`src/rtl/booth8_pkg.sv`:
```
// Shared definitions for the radix-8 Booth operand encoder: the 5-bit
// selection digit format and the per-group recoding function.
package booth8_pkg;

  // Digit layout: bit 4 = negate, bits 3..0 = one-hot {4X,3X,2X,X}
  localparam int NEG_BIT = 4;

  typedef logic [4:0] booth_digit_t;

  localparam booth_digit_t DIG_ZERO = 5'b00000;
  localparam booth_digit_t DIG_P1   = 5'b00001;
  localparam booth_digit_t DIG_P2   = 5'b00010;
  localparam booth_digit_t DIG_P3   = 5'b00100;
  localparam booth_digit_t DIG_P4   = 5'b01000;
  localparam booth_digit_t DIG_M1   = 5'b10001;
  localparam booth_digit_t DIG_M2   = 5'b10010;
  localparam booth_digit_t DIG_M3   = 5'b10100;
  localparam booth_digit_t DIG_M4   = 5'b11000;

  // grp = {y[3i+2], y[3i+1], y[3i], y[3i-1]}; value = -4*g3 + 2*g2 + g1 + g0.
  // Both all-zero and all-one groups map to DIG_ZERO so "-0" never appears.
  function automatic booth_digit_t booth8_recode(input logic [3:0] grp);
    booth_digit_t d;
    case (grp)
      4'b0000, 4'b1111: d = DIG_ZERO;
      4'b0001, 4'b0010: d = DIG_P1;
      4'b0011, 4'b0100: d = DIG_P2;
      4'b0101, 4'b0110: d = DIG_P3;
      4'b0111:          d = DIG_P4;
      4'b1000:          d = DIG_M4;
      4'b1001, 4'b1010: d = DIG_M3;
      4'b1011, 4'b1100: d = DIG_M2;
      4'b1101, 4'b1110: d = DIG_M1;
      default:          d = DIG_ZERO;
    endcase
    return d;
  endfunction

endpackage

```
`src/rtl/booth8_recoder.sv`:
```
// Combinational radix-8 Booth recoder: multiplier Y -> NUM_PP selection digits.
// Y is zero-extended to 3*NUM_PP bits so the most significant digit is never
// negative, and a zero is appended below bit 0 to supply y[-1].
module booth8_recoder
  import booth8_pkg::*;
#(
  parameter int NBIT   = 24,
  parameter int NUM_PP = (NBIT + 3) / 3
) (
  input  logic [NBIT-1:0]              y,
  output booth_digit_t [NUM_PP-1:0]    digits
);

  localparam int EXT_W = 3 * NUM_PP + 1;

  logic [EXT_W-1:0] y_ext;

  assign y_ext = {{(EXT_W - NBIT - 1){1'b0}}, y, 1'b0};

  for (genvar i = 0; i < NUM_PP; i++) begin : g_group
    assign digits[i] = booth8_recode(y_ext[3*i +: 4]);
  end

endmodule

```
`src/rtl/booth8_operand_encoder.sv`:
```
// Source side of the radix-8 Booth partial-product interface. Registers the
// operand pair, then produces X, 2X, 3X, 4X and the Booth digits in a second
// stage so the 3X carry-propagate adder has a full cycle to itself.
// Two-stage valid/ready pipeline, full throughput, outputs hold under stall.
module booth8_operand_encoder
  import booth8_pkg::*;
#(
  parameter int NBIT     = 24,
  parameter int NUM_PP   = (NBIT + 3) / 3,
  parameter int RES_NBIT = NBIT + 3
) (
  input  logic                      clk,
  input  logic                      rst_n,
  input  logic                      in_valid,
  output logic                      in_ready,
  input  logic [NBIT-1:0]           x_in,
  input  logic [NBIT-1:0]           y_in,
  output logic                      out_valid,
  input  logic                      out_ready,
  output logic [RES_NBIT-1:0]       mul_x,
  output logic [RES_NBIT-1:0]       mul_2x,
  output logic [RES_NBIT-1:0]       mul_3x,
  output logic [RES_NBIT-1:0]       mul_4x,
  output logic [NUM_PP-1:0][4:0]    digits
);

  logic                        vld_p1;
  logic                        vld_p2;
  logic [NBIT-1:0]             x_p1;
  logic [NBIT-1:0]             y_p1;
  logic                        s2_load;
  logic [RES_NBIT-1:0]         x_ext;
  logic [RES_NBIT-1:0]         sum_3x;
  booth_digit_t [NUM_PP-1:0]   digits_comb;

  // Stage 2 accepts whenever it is empty or its content is being consumed;
  // in_ready depends only on pipeline state and out_ready, never on in_valid.
  assign s2_load  = !vld_p2 || out_ready;
  assign in_ready = !vld_p1 || s2_load;
  assign out_valid = vld_p2;

  // ---- stage 1 -> stage 2 combinational work: hard multiple and recoding ----
  assign x_ext  = {{(RES_NBIT - NBIT){1'b0}}, x_p1};
  assign sum_3x = x_ext + (x_ext << 1);

  booth8_recoder #(
    .NBIT   (NBIT),
    .NUM_PP (NUM_PP)
  ) u_recoder (
    .y      (y_p1),
    .digits (digits_comb)
  );

  // ---- stage 1: capture the operand pair on an input transfer ----
  always_ff @(posedge clk or negedge rst_n) begin
    if (!rst_n) begin
      vld_p1 <= 1'b0;
      x_p1   <= '0;
      y_p1   <= '0;
    end else begin
      if (in_ready) vld_p1 <= in_valid;
      if (in_valid && in_ready) begin
        x_p1 <= x_in;
        y_p1 <= y_in;
      end
    end
  end

  // ---- stage 2: register multiples and digits; hold while stalled or idle ----
  always_ff @(posedge clk or negedge rst_n) begin
    if (!rst_n) begin
      vld_p2 <= 1'b0;
      mul_x  <= '0;
      mul_2x <= '0;
      mul_3x <= '0;
      mul_4x <= '0;
      digits <= '0;
    end else begin
      if (s2_load) vld_p2 <= vld_p1;
      if (vld_p1 && s2_load) begin
        mul_x  <= x_ext;
        mul_2x <= x_ext << 1;
        mul_3x <= sum_3x;
        mul_4x <= x_ext << 2;
        digits <= digits_comb;
      end
    end
  end

endmodule
```
`config.mk`:
```
export PLATFORM = sky130hd
export DESIGN_NAME = booth8_operand_encoder
export DESIGN_NICKNAME = d
export VERILOG_FILES = /design/src/rtl/booth8_pkg.sv /design/src/rtl/booth8_recoder.sv /design/src/rtl/booth8_operand_encoder.sv
export SDC_FILE = /design/constraint.sdc
export NUM_CORES = 1
export LEC_CHECK = 0
export CORE_ASPECT_RATIO = 0.8
export CORE_MARGIN = 2
export CORE_UTILIZATION = 50
export CTS_BUF_LIST = sky130_fd_sc_hd__clkbuf_8
export CTS_CLUSTER_SIZE = 12
export DETAILED_ROUTE_END_ITERATION = 10
export PLACE_DENSITY_LB_ADDON = 0.25
export SLEW_MARGIN = 20
export SYNTH_ARGS = -nofsm -noshare
export SYNTH_HDL_FRONTEND = slang
export SYNTH_SLANG_ARGS = --single-unit
```
`constraint.sdc`:
```
create_clock -name clk -period 2.9 [get_ports clk]
set_clock_uncertainty 0.15 [all_clocks]
set_input_delay 0.435 -clock clk [delete_from_list [all_inputs] [get_ports clk]]
set_output_delay 0.435 -clock clk [all_outputs]
set_load 0.03 [all_outputs]
```
==> results of run 1 <==
==> cell type report <==
class,instances,area [µm²]
Sequential cell,140,3500
Clock buffer,19,262
Multi-Input combinational cell,521,3320
Tap cell,184,230
Clock inverter,12,169
Fill cell,1186,4810
Inverter,29,109
Timing Repair Buffer,202,2040
==> power by group <==
| part | internal (mW) | total, mW | switching, mW |
|---|---|---|---|
| Clock | 0.974 | 1.74 | 0.769 |
| Combinational | 1.61 | 3.90 | 2.29 |
| Sequential | 2.43 | 2.84 | 0.410 |
==> cells by family (layout without fill, tap and decap cells) <==
logic type	count (synthesis)	count (layout)
simple gates	261	261
flops	140	140
other cells	1	14
mux	58	58
buf+inv	124	262
fa+ha+maj	40	40
xor+xnor	24	24
compound gates	124	124
==> state kept, by name, indices dropped and copies added (netlist names) <==
| register | flops |
|---|---|
| out_valid | 1 |
| x_p1 | 24 |
| digits | 41 |
| mul_3x | 25 |
| y_p1 | 24 |
| mul_4x | 24 |
| vld_p1 | 1 |
==> worst max-delay path, cell delays in order, from the launching register on <==
cell and delay, ns:
dfrtp_2 0.45, ha_1 0.25, fa_1 0.42, a21o_1 0.20, a311o_1 0.40, a21oi_4 0.18, o21ai_2 0.10, or4_1 0.48
nand4_1 0.08
==> per-layer routing <==
metal	global-route usage [%]	up-vias	wire length, µm
li1	-	2826	-
met1	33.5	2831	8600
met2	34.4	208	7650
met3	5.12	18	1050
met4	6.60	0	195
met5	0	-	0
==> how the worst max path moves through the flow <==
| stage | cells after the start | endpoint | slack, ns | startpoint |
|---|---|---|---|---|
| after CTS | 8 | mul_3x[23] | 0.07 | x_p1[1] |
| after detailed placement | 8 | mul_3x[23] | 0.09 | x_p1[1] |
| after global routing | 8 | mul_3x[23] | 0.03 | x_p1[1] |
| after floorplan | 8 | mul_3x[23] | 0.26 | x_p1[1] |
| after global placement | 8 | mul_3x[23] | 0.16 | x_p1[1] |
| final | 8 | mul_3x[23] | 0.11 | x_p1[1] |
==> cell usage after synthesis (8+ instances only) <==
| master | number |
|---|---|
| ha_1 | 39 |
| o21ai_0 | 42 |
| clkbuf_1 | 23 |
| a31oi_1 | 8 |
| inv_1 | 29 |
| a21oi_1 | 27 |
| nor2_1 | 25 |
| xor2_1 | 17 |
| dfrtp_1 | 140 |
| nand3_1 | 29 |
| mux2_2 | 48 |
| nand2_1 | 172 |
| buf_4 | 63 |
| mux2i_1 | 10 |
==> what timing repair did <==
item	in CTS	in global routing
setup endpoints to repair	0	1
hold buffers	1	0
resized for setup	0	1
endpoints found under the hold margin	75	0
==> metrics.yaml, run 1 <==
max_freq_mhz: 359
antenna_found_initial: 0
htreeDepth: 4
worstMarginPinSlew_ns: 0.752
syn_area_um2: 7470
post-cts-setup-buffers: 0
fin_tns_setup_ns: 0
dieArea_um2: 15900
final_cell_mix: "clkdlybuf4s50_1, nand2_1, dfrtp_1, mux2_2, o21ai_0"
die_y_um: 113
grt_usage_pct: 22.9
crit_required_ns: 3.14
cts.clk_slew.worst_paths_ns: 0.08
dp.cells: 1075
synth.distinct_cells: 55
wl_per_cell_um: 15.8
synthAdderAreaFrac_pct: 6.80
timing.final.crit_share_pct: 96.2
start_util_pct: 51.7
crit_arrival_ns: 3.03
gp_congestion: 0.833
fin_nets: 1003
netlist_instances: 772
via_per_inst: 5.31
synthFlopType: "dfrtp_1"
drt-total-wl_mm: 17.5
slew_viol_final: 0
hold_class: "reg -> reg"
ant_nets: 0
grt_max_degree: 78
postLayoutCellArea_um2: 9640
power_mw: 8.48
dr.pass1.iters: 5
detailed_place_hpwl_mm: 12.3
rows: 39
place_ws_ns: 0.0893
maxCapViolCount: 0
startpoint_type: "flop"
async_reset_ff_share_pct: 100
synth_top_area_share_pct: 46.9
r2r_slack_ns: 0.11
regToRegStartpoint: "x_p1[1]"
layout-drive-gt1-share_pct: 10.7
muxShareOfSynthArea_pct: 8.57
ys_ff_latch: 140
fin_ws_ns: 0.111
post-route-util_pct: 66.7
grt-ovfl-total: 0
final_common_cell: "clkdlybuf4s50_1"
hold-path-endpoint: "digits[14]"
io_buffers: 192
seq_area_frac_synth_pct: 46.9
synth_compound_area_share_pct: 10.6
leakage_nw: 4.39
relSlewSlack_pct: 49.9
status: "finished clean"
stdcell_count: 1107
clk_path_buf_depth: 2
synth_area_per_cell_um2: 9.68
netlist.top_cell.by_area: "dfrtp_1"
vias: 5883
cts_made_buffers: 17
critical_path_class: "reg -> reg"
synth-simple-area-share_pct: 14.8
synth_top_family_by_area: "simple AND/OR/NAND/NOR gates"
dpl_cell_area_um2: 9190
netlist_top_cells_area: "dfrtp_1, nand2_1, mux2_2, ha_1, buf_4"
remaining_drc_errors: 0
finalSetupViolations: 0
area_growth_pct: 29.0
diodes: 0
power_density_nw_per_um2: 881
holdPathStages: 2
cts_tree: "built"
ys_warn_count: 0
hold_viol_final: 0
r2r-end: "mul_3x[23]"
hold_slack_ns: 0.324
clock-sinks: 140
grt_pass1_vias: 5598
grt_pass1_wl_mm: 28.8
drt_first_iter_violations: 424
min_period_ns: 2.79
root_buffer: "clkbuf_8"
cp_max_fo: 5
clk_latency_ns: 0.45
die_width_um: 141
ir_drop_mv: 0.615
grt_setup_unrepaired: "false"
synth-edff-count: 0
io_pins: 207
synth_xor_area_share_pct: 2.81
crit_path_end_kind: "flop"
min_from: "digits[14]"
worst-r2r-cell-count: 8
design.core.area_um2: 14400
Note: power is estimated with default switching activity, not from simulation.
==> run 2, diff against run 1 <==
--- a/config.mk
+++ b/config.mk
@@ -6,7 +6,7 @@
 export NUM_CORES = 1
 export LEC_CHECK = 0
 export CORE_ASPECT_RATIO = 0.8
-export CORE_MARGIN = 2
+export CORE_MARGIN = 4
 export CORE_UTILIZATION = 50
 export CTS_BUF_LIST = sky130_fd_sc_hd__clkbuf_8
 export CTS_CLUSTER_SIZE = 12
==> run 2 against run 1 <==
Total power is 0.45% higher. Critical path type unchanged. Largest power group unchanged. Cell area is 0.60% higher. Hold slack worse by 0.00072 ns.
==> metrics.yaml, run 2 (synthesis results as in run 1) <==
dr.pass1.iters: 4
status: "finished clean"
worstMarginPinSlew_ns: 0.662
stdcell_count: 1111
crit_arrival_ns: 2.97
critPathMaxStageDelay_ns: 0.48
rows: 39
clk_latency_ns: 0.45
crit_path_end_kind: "flop"
antenna_found_initial: 0
layout-drive-gt1-share_pct: 11.4
ant_nets: 0
fin_ws_ns: 0.161
largest-register: "digits"
cp_num_buf_inv: 0
relSlewSlack_pct: 55.9
leakage_nw: 4.40
via_per_inst: 5.21
final_common_cell: "clkdlybuf4s50_1"
grt_max_degree: 73
power_density_nw_per_um2: 879
cts_tree: "built"
min_period_ns: 2.74
startpoint_type: "flop"
max_freq_mhz: 365
detailed_place_hpwl_mm: 12.9
clkPwrFrac_pct: 20.8
grt-ovfl-total: 0
drt-total-wl_mm: 17.8
io_buffers: 192
htreeDepth: 4
worst-r2r-cell-count: 8
min_from: "digits[22]"
finalSetupViolations: 0
remaining_drc_errors: 0
grt_pass1_vias: 5807
wl_per_cell_um: 16.0
ir_drop_mv: 0.469
vias: 5786
grt_pass1_wl_mm: 29.4
cp_max_fo: 5
post-route-util_pct: 67.1
maxCapViolCount: 0
clock-sinks: 140
post-cts-setup-buffers: 0
critical_path_class: "reg -> reg"
place_ws_ns: 0.0895
hold_slack_ns: 0.323
final_cell_mix: "clkdlybuf4s50_1, nand2_1, dfrtp_1, mux2_2, o21ai_0"
io_pins: 207
path_cells: "ha_2, fa_2, a21o_1, a311o_1, a21oi_4, o21ai_2, or4_1, nand4_1"
internal_power_mw: 5.03
die_y_um: 117
top_regs: "digits (41), mul_3x (25)"
postLayoutCellArea_um2: 9690
hold_class: "reg -> reg"
timing.final.crit_share_pct: 94.4
hold_viol_final: 0
clk_path_buf_depth: 2
start_util_pct: 51.7
regToRegStartpoint: "x_p1[1]"
cpLargestDelayFamily: "compound AO/OA/AOI/OAI gates"
fillerInstances: 1140
area_growth_pct: 29.7
largest_reg_flops: 41
die_width_um: 145
gp_congestion: 0.857
cts_made_buffers: 17
slew_viol_final: 0
grt_setup_unrepaired: "false"
dieArea_um2: 17000
holdPathStages: 2
fin_tns_setup_ns: 0
cp_slowest_cell: "or4_1"
drt_first_iter_violations: 374
fin_nets: 1006
cts.clk_slew.worst_paths_ns: 0.08
power_mw: 8.52
switchingPower_mw: 3.49
grt_usage_pct: 21.4
critPathLaunch: "x_p1[1]"
dpl_cell_area_um2: 9230
swShare_pct: 40.9
crit_required_ns: 3.13
combPwrFrac_pct: 45.8
diodes: 0
seq_power_share_pct: 33.4
design.core.area_um2: 14400
path_depth: 8
root_buffer: "clkbuf_8"
dp.cells: 1078
run 2: cell count changes in the layout (fill, tap and decap cells not counted), sizes merged:
cell | before | now
buf | 10 | 13
inv | 32 | 31
clkinvlp | 1 | 4
clkinv | 4 | 3
run 2: power by group through the flow:
stage,combinational [mW],sequential (mW),clock [mW]
6_report,3.91,2.84,1.77
3_3_place_gp,3.86,2.86,0
4_1_cts,3.93,2.84,1.81
3_5_place_dp,3.90,2.87,0
5_1_grt,4.21,2.92,1.89
2_1_floorplan,1.82,3.55,0
run 2: layer usage:
metal | global-route usage, % | vias to the layer above | routed length [µm]
met5 | 0 | - | 0
met4 | 6.29 | 0 | 208
met3 | 5.25 | 18 | 961
met2 | 31.4 | 182 | 7840
met1 | 31.5 | 2747 | 8750
li1 | - | 2839 | -
run 2: worst paths after layout:
check	endpoint	slack (ns)
setup / recovery	mul_3x[23]	0.16
hold / removal	digits[22]	0.32
setup reg to reg	mul_3x[23]	0.16
hold reg to reg	digits[22]	0.32
max in group asynchronous	digits[33]	1.48
min in group asynchronous	digits[2]	0.41
run 2: final cells by class:
cell class              count  area (µm²)  share of cell area, %
inverters                  29         109                   1.12
clock inverters            13         186                   1.92
well taps                 184         230                   2.38
clock buffers              19         262                   2.70
multi-input cells         521        3330                   34.3
repair buffers            205        2070                   21.4
flip-flops and latches    140        3500                   36.2
run 2: timing repair:
item,4_1_cts,5_1_grt
hold buffers,1,0
setup endpoints to repair,0,2
hold endpoints to repair,69,0
resized for setup,0,3
run 2: worst reg2reg max path, cell delays in order, from the launching register on:
cell and delay [ns]:
dfrtp_2 0.46, ha_2 0.22, fa_2 0.35, a21o_1 0.19
a311o_1 0.41, a21oi_4 0.21, o21ai_2 0.11, or4_1 0.48
nand4_1 0.09
